## config.mk

```make
export PLATFORM = sky130hd
export DESIGN_NAME = twos_comp_serial_decoder_flat
export DESIGN_NICKNAME = d
export VERILOG_FILES = /design/src/rtl/twos_comp_serial_decoder_if.sv /design/src/rtl/twos_comp_serial_decoder.sv /design/src/flat_wrapper.sv
export SDC_FILE = /design/constraint.sdc
export NUM_CORES = 1
export LEC_CHECK = 0
export CAP_MARGIN = 40
export CORE_MARGIN = 10
export CORE_UTILIZATION = 30
export DETAILED_ROUTE_END_ITERATION = 8
export SLEW_MARGIN = 20
export SYNTH_ARGS = -nofsm -noshare
export SYNTH_HDL_FRONTEND = slang
export SYNTH_SLANG_ARGS = --single-unit
```

## constraint.sdc

```tcl
create_clock -name clk -period 2.9 [get_ports clk]
set_input_delay 0.435 -clock clk [delete_from_list [all_inputs] [get_ports clk]]
set_output_delay 0.435 -clock clk [all_outputs]
set_load 0.02 [all_outputs]
```

## src/rtl/twos_comp_serial_decoder_if.sv

```systemverilog
// Handshake bundle between the serial link, the two's-complement decoder and the parallel datapath.
// The master side drives the serial bits and the output acceptance; the slave side is the decoder.
interface twos_comp_serial_decoder_if #(
  parameter int WIDTH = 8
);
  logic             in_valid;
  logic             in_ready;
  logic             in_bit;
  logic             out_valid;
  logic             out_ready;
  logic             out_sign;
  logic [WIDTH-1:0] out_mag;

  modport master (
    output in_valid, in_bit, out_ready,
    input  in_ready, out_valid, out_sign, out_mag
  );

  modport slave (
    input  in_valid, in_bit, out_ready,
    output in_ready, out_valid, out_sign, out_mag
  );
endinterface

```

## src/rtl/twos_comp_serial_decoder.sv

```systemverilog
// Bit-serial two's-complement receiver: collects WIDTH bits LSB first and presents sign plus magnitude.
// The magnitude of negative words is formed on the fly by the copy-through-first-one, invert-after rule.
module twos_comp_serial_decoder #(
  parameter int WIDTH = 8
) (
  input  logic                     clk,
  input  logic                     rst_n,
  twos_comp_serial_decoder_if.slave bus
);

  localparam int               CNT_W      = (WIDTH > 2) ? $clog2(WIDTH) : 1;
  localparam logic [CNT_W-1:0] LAST_CNT   = CNT_W'(WIDTH - 1);
  localparam logic [0:0]       ST_COLLECT = 1'b0;
  localparam logic [0:0]       ST_HOLD    = 1'b1;

  logic [0:0]       state_r;
  logic [CNT_W-1:0] cnt_r;
  logic             seen_one_r;
  logic [WIDTH-1:0] raw_sr_r;
  logic [WIDTH-1:0] neg_sr_r;
  logic             in_ready_r;
  logic             out_valid_r;
  logic             out_sign_r;
  logic [WIDTH-1:0] out_mag_r;

  logic             accept_s;
  logic             nb_s;
  logic             last_bit_s;
  logic [WIDTH-1:0] raw_next_s;
  logic [WIDTH-1:0] neg_next_s;

  // Next shift-register contents, including the bit arriving this cycle
  always_comb begin
    accept_s   = bus.in_valid & in_ready_r;
    nb_s       = seen_one_r ? ~bus.in_bit : bus.in_bit;
    raw_next_s = {bus.in_bit, raw_sr_r[WIDTH-1:1]};
    neg_next_s = {nb_s, neg_sr_r[WIDTH-1:1]};
    last_bit_s = (cnt_r == LAST_CNT);
  end

  // Word collection, on-the-fly negation and output hand-off
  always_ff @(posedge clk or negedge rst_n) begin
    if (!rst_n) begin
      state_r     <= ST_COLLECT;
      cnt_r       <= {CNT_W{1'b0}};
      seen_one_r  <= 1'b0;
      raw_sr_r    <= {WIDTH{1'b0}};
      neg_sr_r    <= {WIDTH{1'b0}};
      in_ready_r  <= 1'b0;
      out_valid_r <= 1'b0;
      out_sign_r  <= 1'b0;
      out_mag_r   <= {WIDTH{1'b0}};
    end else begin
      case (state_r)
        ST_COLLECT: begin
          // in_ready only comes up on the first edge after reset release
          if (!in_ready_r) begin
            in_ready_r <= 1'b1;
          end else if (accept_s) begin
            raw_sr_r <= raw_next_s;
            neg_sr_r <= neg_next_s;
            if (last_bit_s) begin
              out_sign_r  <= bus.in_bit;
              out_mag_r   <= bus.in_bit ? neg_next_s : raw_next_s;
              out_valid_r <= 1'b1;
              in_ready_r  <= 1'b0;
              cnt_r       <= {CNT_W{1'b0}};
              seen_one_r  <= 1'b0;
              state_r     <= ST_HOLD;
            end else begin
              seen_one_r <= seen_one_r | bus.in_bit;
              cnt_r      <= cnt_r + CNT_W'(1);
            end
          end
        end
        ST_HOLD: begin
          if (bus.out_ready) begin
            out_valid_r <= 1'b0;
            in_ready_r  <= 1'b1;
            state_r     <= ST_COLLECT;
          end
        end
        default: begin
          state_r     <= ST_COLLECT;
          cnt_r       <= {CNT_W{1'b0}};
          seen_one_r  <= 1'b0;
          in_ready_r  <= 1'b0;
          out_valid_r <= 1'b0;
        end
      endcase
    end
  end

  assign bus.in_ready  = in_ready_r;
  assign bus.out_valid = out_valid_r;
  assign bus.out_sign  = out_sign_r;
  assign bus.out_mag   = out_mag_r;

endmodule
```

## src/flat_wrapper.sv

```systemverilog
// flat-port wrapper written by rule: the top's interface ports become plain ports
module twos_comp_serial_decoder_flat 
#(
  parameter int WIDTH = 8
)
  (clk, rst_n, bus_in_valid, bus_in_bit, bus_out_ready, bus_in_ready, bus_out_valid, bus_out_sign, bus_out_mag);
  twos_comp_serial_decoder_if #(.WIDTH(WIDTH)) bus_i ();
  input  logic clk;
  input  logic rst_n;
  input wire logic [$bits(bus_i.in_valid)-1:0] bus_in_valid;
  input wire logic [$bits(bus_i.in_bit)-1:0] bus_in_bit;
  input wire logic [$bits(bus_i.out_ready)-1:0] bus_out_ready;
  output wire logic [$bits(bus_i.in_ready)-1:0] bus_in_ready;
  output wire logic [$bits(bus_i.out_valid)-1:0] bus_out_valid;
  output wire logic [$bits(bus_i.out_sign)-1:0] bus_out_sign;
  output wire logic [$bits(bus_i.out_mag)-1:0] bus_out_mag;
  assign bus_i.in_valid = bus_in_valid;
  assign bus_i.in_bit = bus_in_bit;
  assign bus_i.out_ready = bus_out_ready;
  assign bus_in_ready = bus_i.in_ready;
  assign bus_out_valid = bus_i.out_valid;
  assign bus_out_sign = bus_i.out_sign;
  assign bus_out_mag = bus_i.out_mag;
  twos_comp_serial_decoder #(.WIDTH(WIDTH)) u_core (.clk(clk), .rst_n(rst_n), .bus(bus_i));
endmodule
```

==> out/results.tsv, run 1 <==
metric	value	unit
final net count	113	
final setup TNS	0	ns
cell area power density	1130	mW/mm^2
Data arrival, critical path	1.34	ns
antenna violations before repair	0	
1st-pass router iterations	2	
maximum vdd drop	453	uV
critical setup path kind	reg2out	
commonest non-fill, non-tap cells in the layout	30 x dfrtp_1, 17 x mux2_4, 17 x mux2_2, 15 x clkdlybuf4s50_1, 6 x clkbuf_8	
Max Fclk	0.563	GHz
Crit path largest cell delay	0.64	ns
period utilization	0.612	
Worst EP required	2.47	ns
# Post-CTS Setup Buffers	0	
critical path fanouts, max	4	
CP max-delay cell	clkdlybuf4s50_1	
most common cell after layout, fill and taps aside	dfrtp_1	
Placed Cells	149	
library cells used by synthesis	14	
origin of the critical flop-to-flop path	u_core.cnt_r[0]	
Leak	0.757	nW
Storage cell area	751	um^2
worst hold slack	0.499	ns
H-tree Lvls	2	
total track usage	0.0654	
register area share after synthesis	0.550	
fin. max-slew vios	0	
share of layout cells above drive strength 1	0.437	
TritonCTS Sinks	30	
Max-Cap Viols	0	
Worst Tran Pin Value	0.482	ns
IO buf count	15	
WL/cell	14.3	um
Syn Std Cell Area	0.00137	mm^2
first-pass GRT wire length	3770	um
row cnt	24	
crit path cell chain	clkdlybuf4s50_1	
total power	1.85	mW
initial core utilization	0.311	
Reg-to-Reg End	u_core.bus.out_mag[7]	
Tmin final	1.78	ns
core footprint	0.00438	mm^2
# fillers	420	
CTS buffer count	5	
total global routing overflow	0	
vias in the first global route	754	
Slew HR	0.678	
Worst setup endpoint	bus_in_ready	
WP depth	1	
area grow syn2layout	20.3	%
largest net degree at the start of global routing	31	
RePlAce Congestion	0.698	
Worst-Skew Late Latency	0.28	ns
Mean Syn Cell Area	16.3	um^2
CTS max path bufs	2	
Hold WC Path Type	reg2reg	
ANT cells	0	
Worst Path Buf+Inv	1	
crit path from	u_core.bus.in_ready	
RSZ-0062 raised after global routing	no	
Final Hold Fails	0	
CTS Hold Bufs	0	
Design Area, Final	0.00164	mm^2
Die H	87.5	um
remaining antenna violation count	0	
Post-Route WL	2220	um
Startpoint Class	register	
Critical Path End Type	output port	
routed vias	703	
final core utilization	0.375	
R2R setup slack	1.24	ns
status	complete, no violations	
Final Setup Violations	0	
root buf cell	clkbuf_8	
Vias per Instance	4.54	
Worst Setup Slack, final	1.12	ns
register bit total from synthesis	30	
Post-CTS Resized	0	
Area after DPL	0.00156	mm^2
CTS clock-pin slew for the worst setup and hold paths	0.06	ns
Die X	87.5	um
CTS tree	done	
worst r2r path cells	4	
pre-CTS setup slack	0.908	ns
Post-Syn Nets	93	
IO Count	16	
non-filler instance count after layout	155	
DRC	0	
post-synthesis cell count	84	
die area	0.00765	mm^2
multi-input logic area	572	um^2
clk_skew	0.00569	ns
1st-iter DRT viols	39	
Crit path max-delay family	buffers and inverters	
Synth warnings	0	
==> synthesized netlist by cell type <==
master    number  area (um^2)
nand3b_4       1         20.0
buf_2          1         5.00
mux2_2        17          191
inv_1          4         15.0
dfrtp_1       30          751
a31oi_1        1         6.26
nand2_1        1         3.75
and4b_4        1         13.8
mux2_4        17          255
buf_6          2         22.5
nor2_1         2         7.51
ha_1           4         50.1
a21o_2         2         17.5
nor2b_1        1         6.26
==> area by class of cell <==
class                           instances  area share
Sequential cell                        30       0.457
Clock buffer                            6      0.0503
Inverter                                4     0.00914
Tap cell                               52      0.0396
Timing Repair Buffer                   16      0.0960
Multi-Input combinational cell         47       0.348
==> kinds of logic (layout without fill, tap and decap cells) <==
kind of cell	count (synthesis)	in the layout	share of synthesized area
buffers and inverters	7	26	0.0312
flip-flops	30	30	0.550
AND/OR/NAND/NOR	6	6	0.0376
AO/OA/AOI/OAI	3	3	0.0174
adder cells (fa/ha/maj)	4	4	0.0367
multiplexers	34	34	0.327
==> state kept, by name, indices dropped and copies added, names as in the netlist <==
| register | count |
|---|---|
| u_core.bus.out_valid | 1 |
| u_core.raw_sr_r | 7 |
| u_core.cnt_r | 3 |
| u_core.bus.out_sign | 1 |
| u_core.seen_one_r | 1 |
| u_core.bus.out_mag | 8 |
| u_core.bus.in_ready | 1 |
| u_core.state_r | 1 |
| u_core.neg_sr_r | 7 |
==> report_power, final <==
group | switching (mW) | internal (mW)
sequential | 0.135 | 0.625
clock | 0.141 | 0.182
combinational | 0.278 | 0.493
==> metal layers <==
layer	global-route usage	vias to the layer above	wire, um
met3	0.0290	7	135
li1	-	327	-
met2	0.0873	14	976
met1	0.0770	355	1030
met4	0.0565	0	86
met5	0	-	0
==> how the worst min path moves through the flow <==
stage | startpoint | to | slack [ns] | cells past startpoint
floorplan | rst_n | u_core.bus.in_ready | 0.14 | 0
global placement | u_core.bus.out_valid | u_core.bus.out_valid | 0.47 | 1
detailed placement | u_core.bus.out_valid | u_core.bus.out_valid | 0.49 | 1
CTS | u_core.bus.out_valid | u_core.bus.out_valid | 0.51 | 1
global route | u_core.bus.out_valid | u_core.bus.out_valid | 0.51 | 1
finish | u_core.bus.out_valid | u_core.bus.out_valid | 0.50 | 1
No activity file was read; power rests on OpenSTA's default activity.
==> run 2, diff against run 1 <==
==> constraint.sdc (replaced) <==
create_clock -name clk -period 1.65 [get_ports clk]
set_input_delay 0.2475 -clock clk [delete_from_list [all_inputs] [get_ports clk]]
set_output_delay 0.2475 -clock clk [all_outputs]
set_load 0.02 [all_outputs]
==> run 2 against run 1 <==
  * Final area up 3.1%
  * Power rose by 80%
  * Combinational power is 83% higher
  * Setup slack lost 1.1 ns
  * Register-to-register slack got worse by 1.2 ns
  * Sequential power rose by 75%
  * Sequential share of layout area fell by 1.4 points
  * Critical path type unchanged
  * Critical endpoint unchanged
  * Largest power group unchanged
  * Highest routed layer unchanged
==> out/results.tsv, run 2 (synthesized netlist as in run 1, its figures left out) <==
metric	value	unit	change
# fillers	420		unchanged
Tmin final	1.60	ns	
Clock power frac	0.178		+0.004
hpwl dp	1570	um	
CTS Hold Bufs	0		unchanged
Worst Tran Pin Value	0.381	ns	-0.101 ns
Reg-to-Reg End	u_core.bus.out_mag[7]		
1st-iter DRT viols	29		-26%
Max-Cap Viols	0		unchanged
ANT cells	0		unchanged
row cnt	24		unchanged
Max Fclk	0.626	GHz	
Leak	0.787	nW	+4.0%
maximum vdd drop	616	uV	+36%
initial core utilization	0.311		unchanged
total track usage	0.0676		+0.00228
total power	3.33	mW	+80%
remaining antenna violation count	0		unchanged
root buf cell	clkbuf_8		
max reg flops	8		unchanged
Worst-Skew Late Latency	0.28	ns	about the same
Slew HR	0.746		+0.0681
Die H	87.5	um	unchanged
Final Hold Fails	0		unchanged
Post-CTS Resized	0		unchanged
CTS tree	done		
H-tree Lvls	2		unchanged
largest net degree at the start of global routing	31		unchanged
CP max-delay cell	clkdlybuf4s50_1		
# Post-CTS Setup Buffers	0		unchanged
core footprint	0.00438	mm^2	unchanged
Worst setup endpoint	bus_in_ready		
sequential power share	0.399		-0.011
Worst Path Buf+Inv	1		unchanged
internal power	2.34	mW	+80%
IO buf count	15		unchanged
WL/cell	14.0	um	-2.3%
sw power	991	uW	+79%
R2R setup slack	0.08	ns	-1.16 ns
commonest non-fill, non-tap cells in the layout	30 x dfrtp_1, 17 x mux2_4, 17 x mux2_2, 15 x clkdlybuf4s50_1, 6 x clkbuf_8		
die area	0.00765	mm^2	unchanged
status	complete, no violations		
switch share	0.297		-0.000983
Area after DPL	0.00160	mm^2	+2.7%
Placed Cells	153		+2.7%
routed vias	730		+3.8%
Hold WC Path Type	in2async		
critical setup path kind	reg2out		
period utilization	0.969		
Worst Setup Slack, final	0.0519	ns	-1.07 ns
Startpoint Class	register		
clk_skew	0.00257	ns	-0.00312 ns
TritonCTS Sinks	30		unchanged
Crit path largest cell delay	0.64	ns	about the same
Crit path max-delay family	buffers and inverters		
Logic pwr share	0.423		+0.007
crit path from	u_core.bus.in_ready		
crit path cell chain	clkdlybuf4s50_1		
Vias per Instance	4.53		about the same
share of layout cells above drive strength 1	0.459		+0.0218
origin of the critical flop-to-flop path	u_core.cnt_r[0]		
worst r2r path cells	4		unchanged
total global routing overflow	0		unchanged
Data arrival, critical path	1.35	ns	about the same
1st-pass router iterations	4		+2
vias in the first global route	812		+7.7%
CTS buffer count	5		unchanged
WP depth	1		unchanged
Post-Route WL	2260	um	+1.4%
non-filler instance count after layout	161		+3.9%
CTS max path bufs	2		unchanged
most common cell after layout, fill and taps aside	dfrtp_1		
critical path fanouts, max	4		unchanged
Critical Path End Type	output port		
cell area power density	1970	mW/mm^2	+74%
Storage cell area	751	um^2	unchanged
RePlAce Congestion	0.682		-2.3%
fin. max-slew vios	0		unchanged
multi-input logic area	572	um^2	unchanged
Final Setup Violations	0		unchanged
antenna violations before repair	0		unchanged
Worst EP required	1.40	ns	-1.07 ns
area grow syn2layout	24.1	%	
first-pass GRT wire length	3870	um	+2.7%
Design Area, Final	0.00169	mm^2	+3.1%
IO Count	16		unchanged
final net count	117		+3.5%
CTS clock-pin slew for the worst setup and hold paths	0.06	ns	about the same
pre-CTS setup slack	-0.0262	ns	-0.935 ns
Die X	87.5	um	unchanged
RSZ-0062 raised after global routing	no		
DRC	0		unchanged
run 2: changes by cell type in the layout (fill, tap and decap cells not counted):
cell	change
buf_4	+3
clkbuf_1	+1
buf_12	+1
clkinv_2	+1
run 2: worst min path at each step:
stage,endpoint,slack [ns]
3_3_place_gp,u_core.bus.out_valid,0.47
6_report,u_core.bus.out_mag[1],0.36
5_1_grt,u_core.neg_sr_r[2],0.41
4_1_cts,u_core.neg_sr_r[4],0.37
3_5_place_dp,u_core.bus.out_valid,0.48
2_1_floorplan,u_core.bus.in_ready,-0.05
run 2: per-stage QoR:
step                utilization  TNS (ns)  hold slack [ns]
floorplan                     -         0          -0.0481
global placement          0.366   -0.0147            0.470
detailed placement        0.366   -0.0517            0.483
CTS                       0.386         0            0.370
global route              0.386         0            0.409
finish                    0.386         0            0.360
run 2: layer usage:
| layer | GRT usage | wire [um] | part of all wire |
|---|---|---|---|
| met1 | 0.0632 | 891 | 0.40 |
| met2 | 0.108 | 1120 | 0.50 |
| met3 | 0.0403 | 163 | 0.072 |
| met4 | 0.0478 | 76 | 0.034 |
| met5 | 0 | 0 | 0 |
run 2: power groups by stage:
stage               Clock (mW)  Combinational (mW)  Sequential, mW
finish                   0.593                1.41            1.33
floorplan                    0               0.854            1.44
global route             0.659                1.52            1.39
CTS                      0.620                1.44            1.34
detailed placement           0                1.44            1.35
global placement             0                1.40            1.34
run 2: area by class of cell:
type,count,share of cell area
clock buffer,7,0.0510
sequential,30,0.443
inverter,4,0.00886
multi-input combinational,47,0.338
timing repair buffer,20,0.118
tap,52,0.0384
clock inverter,1,0.00295
==> run 3, diff against run 2 <==
--- a/config.mk
+++ b/config.mk
@@ -9,6 +9,7 @@
 export CORE_MARGIN = 10
 export CORE_UTILIZATION = 30
 export DETAILED_ROUTE_END_ITERATION = 8
+export PLACE_DENSITY = 0.5
 export SLEW_MARGIN = 20
 export SYNTH_ARGS = -nofsm -noshare
 export SYNTH_HDL_FRONTEND = slang
==> run 3 against run 2 <==
  * Clock skew is 0.0021 ns higher
  * Setup slack improved by 0.068 ns
  * Hold slack improved by 0.0094 ns
  * Maximum frequency increased by 4.4%
  * Critical path type is now reg2reg
  * Critical endpoint is now u_core.bus.out_mag[4]
==> out/results.tsv, run 3 (synthesized netlist as in run 1, its figures left out) <==
metric	value	unit	change
status	complete, no violations		
Post-Route WL	2430	um	+7.8%
Crit path top cell by count	ha_1		
Data arrival, critical path	1.69	ns	+0.34 ns
Crit path largest cell delay	0.40	ns	-0.24 ns
Final Setup Violations	0		unchanged
Clock power frac	0.176		-0.002
final setup TNS	0	ns	unchanged
final net count	118		+0.85%
Max-Cap Viols	0		unchanged
total global routing overflow	0		unchanged
fin. max-slew vios	0		unchanged
critical path fanouts, max	6		+2
total track usage	0.0660		-0.00169
CTS max path bufs	2		unchanged
root buf cell	clkbuf_8		
Hold WC Path Type	in2async		
Vias per Instance	4.48		-1.2%
Tmin final	1.53	ns	-0.0678 ns
Slew HR	0.736		-0.00994
R2R setup slack	0.12	ns	+0.04 ns
hpwl dp	1590	um	+1.2%
CTS clock-pin slew for the worst setup and hold paths	0.06	ns	about the same
Worst-Skew Late Latency	0.27	ns	about the same
Crit path max-delay family	adder cells		
period utilization	0.927		-0.0411
WL/cell	15.0	um	+7.1%
TritonCTS Sinks	30		unchanged
Startpoint Class	register		
Leak	0.797	nW	+1.3%
internal power	2.37	mW	+1.0%
multi-input logic area	583	um^2	+2.0%
ANT cells	0		unchanged
sequential power share	0.397		-0.002
most common cell after layout, fill and taps aside	dfrtp_1		
worst r2r path cells	4		unchanged
Final Hold Fails	0		unchanged
die area	0.00765	mm^2	unchanged
WP depth	4		+3
1st-pass router iterations	3		-1
non-filler instance count after layout	162		+0.62%
routed vias	726		-0.55%
Die H	87.5	um	unchanged
RSZ-0062 raised after global routing	no		
Post-CTS Resized	0		unchanged
CTS Hold Bufs	0		unchanged
Storage cell area	751	um^2	unchanged
Max Fclk	0.653	GHz	+4.4%
antenna violations before repair	0		unchanged
IO Count	16		unchanged
# fillers	414		-1.4%
DRC	0		unchanged
max reg flops	8		unchanged
crit path cell chain	ha_1 > ha_1 > and4b_2 > mux2_4		
H-tree Lvls	2		unchanged
Critical Path End Type	register		
Die X	87.5	um	unchanged
CP max-delay cell	dfrtp_1		
commonest non-fill, non-tap cells in the layout	30 x dfrtp_1, 17 x mux2_4, 17 x mux2_2, 14 x clkdlybuf4s50_1, 6 x clkbuf_8		
IO buf count	15		unchanged
initial core utilization	0.311		unchanged
sw power	1.00	mW	+1.1%
1st-iter DRT viols	9		-69%
RePlAce Congestion	0.677		-0.85%
share of layout cells above drive strength 1	0.464		+0.00492
Worst EP required	1.81	ns	+0.41 ns
Reg-to-Reg End	u_core.bus.out_mag[4]		
clk_skew	0.00463	ns	+0.00207 ns
first-pass GRT wire length	3810	um	-1.6%
# Post-CTS Setup Buffers	0		unchanged
Placed Cells	153		unchanged
area grow syn2layout	26.0	%	
Logic pwr share	0.427		+0.004
vias in the first global route	754		-7.1%
maximum vdd drop	788	uV	+28%
core footprint	0.00438	mm^2	unchanged
largest net degree at the start of global routing	31		unchanged
cell area power density	1960	mW/mm^2	-0.51%
origin of the critical flop-to-flop path	u_core.cnt_r[0]		
remaining antenna violation count	0		unchanged
row cnt	24		unchanged
Worst Tran Pin Value	0.396	ns	+0.0149 ns
CTS buffer count	5		unchanged
critical setup path kind	reg2reg		
CTS tree	done		
Worst Path Buf+Inv	0		-1
switch share	0.298		about the same
## run 3: cell count changes in the layout (fill, tap and decap cells not counted), sizes merged
cell           before  now
and4b               1    2
clkdlybuf4s50      15   14
dlymetal6s2s        0    1
## run 3: layer usage
metal  vias up  routed length, um  global-route usage
met5         -                  0                   0
met1       365               1110              0.0781
met4         0                 15              0.0304
li1        345                  -                   -
met2        14               1090              0.0893
met3         2                214              0.0440
## run 3: worst max path at each step
stage / from / to / slack, ns
detailed placement: bus_in_valid / u_core.bus.out_sign / -0.04
global route: u_core.cnt_r[0] / u_core.bus.out_sign / 0.02
floorplan: u_core.cnt_r[0] / u_core.bus.out_mag[0] / 0.11
global placement: bus_in_valid / u_core.bus.out_sign / -0.03
CTS: u_core.bus.in_ready / bus_in_ready / 0.02
finish: u_core.cnt_r[0] / u_core.bus.out_mag[4] / 0.12
## run 3: metrics by stage
stage	setup slack [ns]	power (mW)	hold slack (ns)	util	area, um^2
after detailed placement	-0.0384	2.80	0.474	0.368	1620
after global routing	0.0217	3.60	0.413	0.392	1720
final	0.120	3.37	0.370	0.392	1720
after global placement	-0.0256	2.78	0.476	0.368	1620
after floorplan	0.112	2.30	-0.0481	-	1370
after CTS	0.0197	3.41	0.383	0.389	1710
## run 3: final cells by class
cell class,instances,share of cell area
Sequential cell,30,0.436
Multi-Input combinational cell,48,0.339
Timing Repair Buffer,20,0.125
Clock buffer,7,0.0502
Tap cell,52,0.0378
Inverter,4,0.00873
Clock inverter,1,0.00291
## run 3: power by group through the flow
| stage | logic, mW | clock network, mW | registers (mW) |
|---|---|---|---|
| CTS | 1.46 | 0.618 | 1.34 |
| finish | 1.44 | 0.592 | 1.34 |
| global placement | 1.43 | 0 | 1.34 |
| global route | 1.55 | 0.663 | 1.39 |
| floorplan | 0.854 | 0 | 1.44 |
| detailed placement | 1.45 | 0 | 1.35 |
## run 3: worst register-to-register path, stage by stage (launching register included)
cell     delay [ns]
dfrtp_1        0.40
ha_1           0.20
ha_1           0.21
and4b_2        0.30
mux2_4         0.31
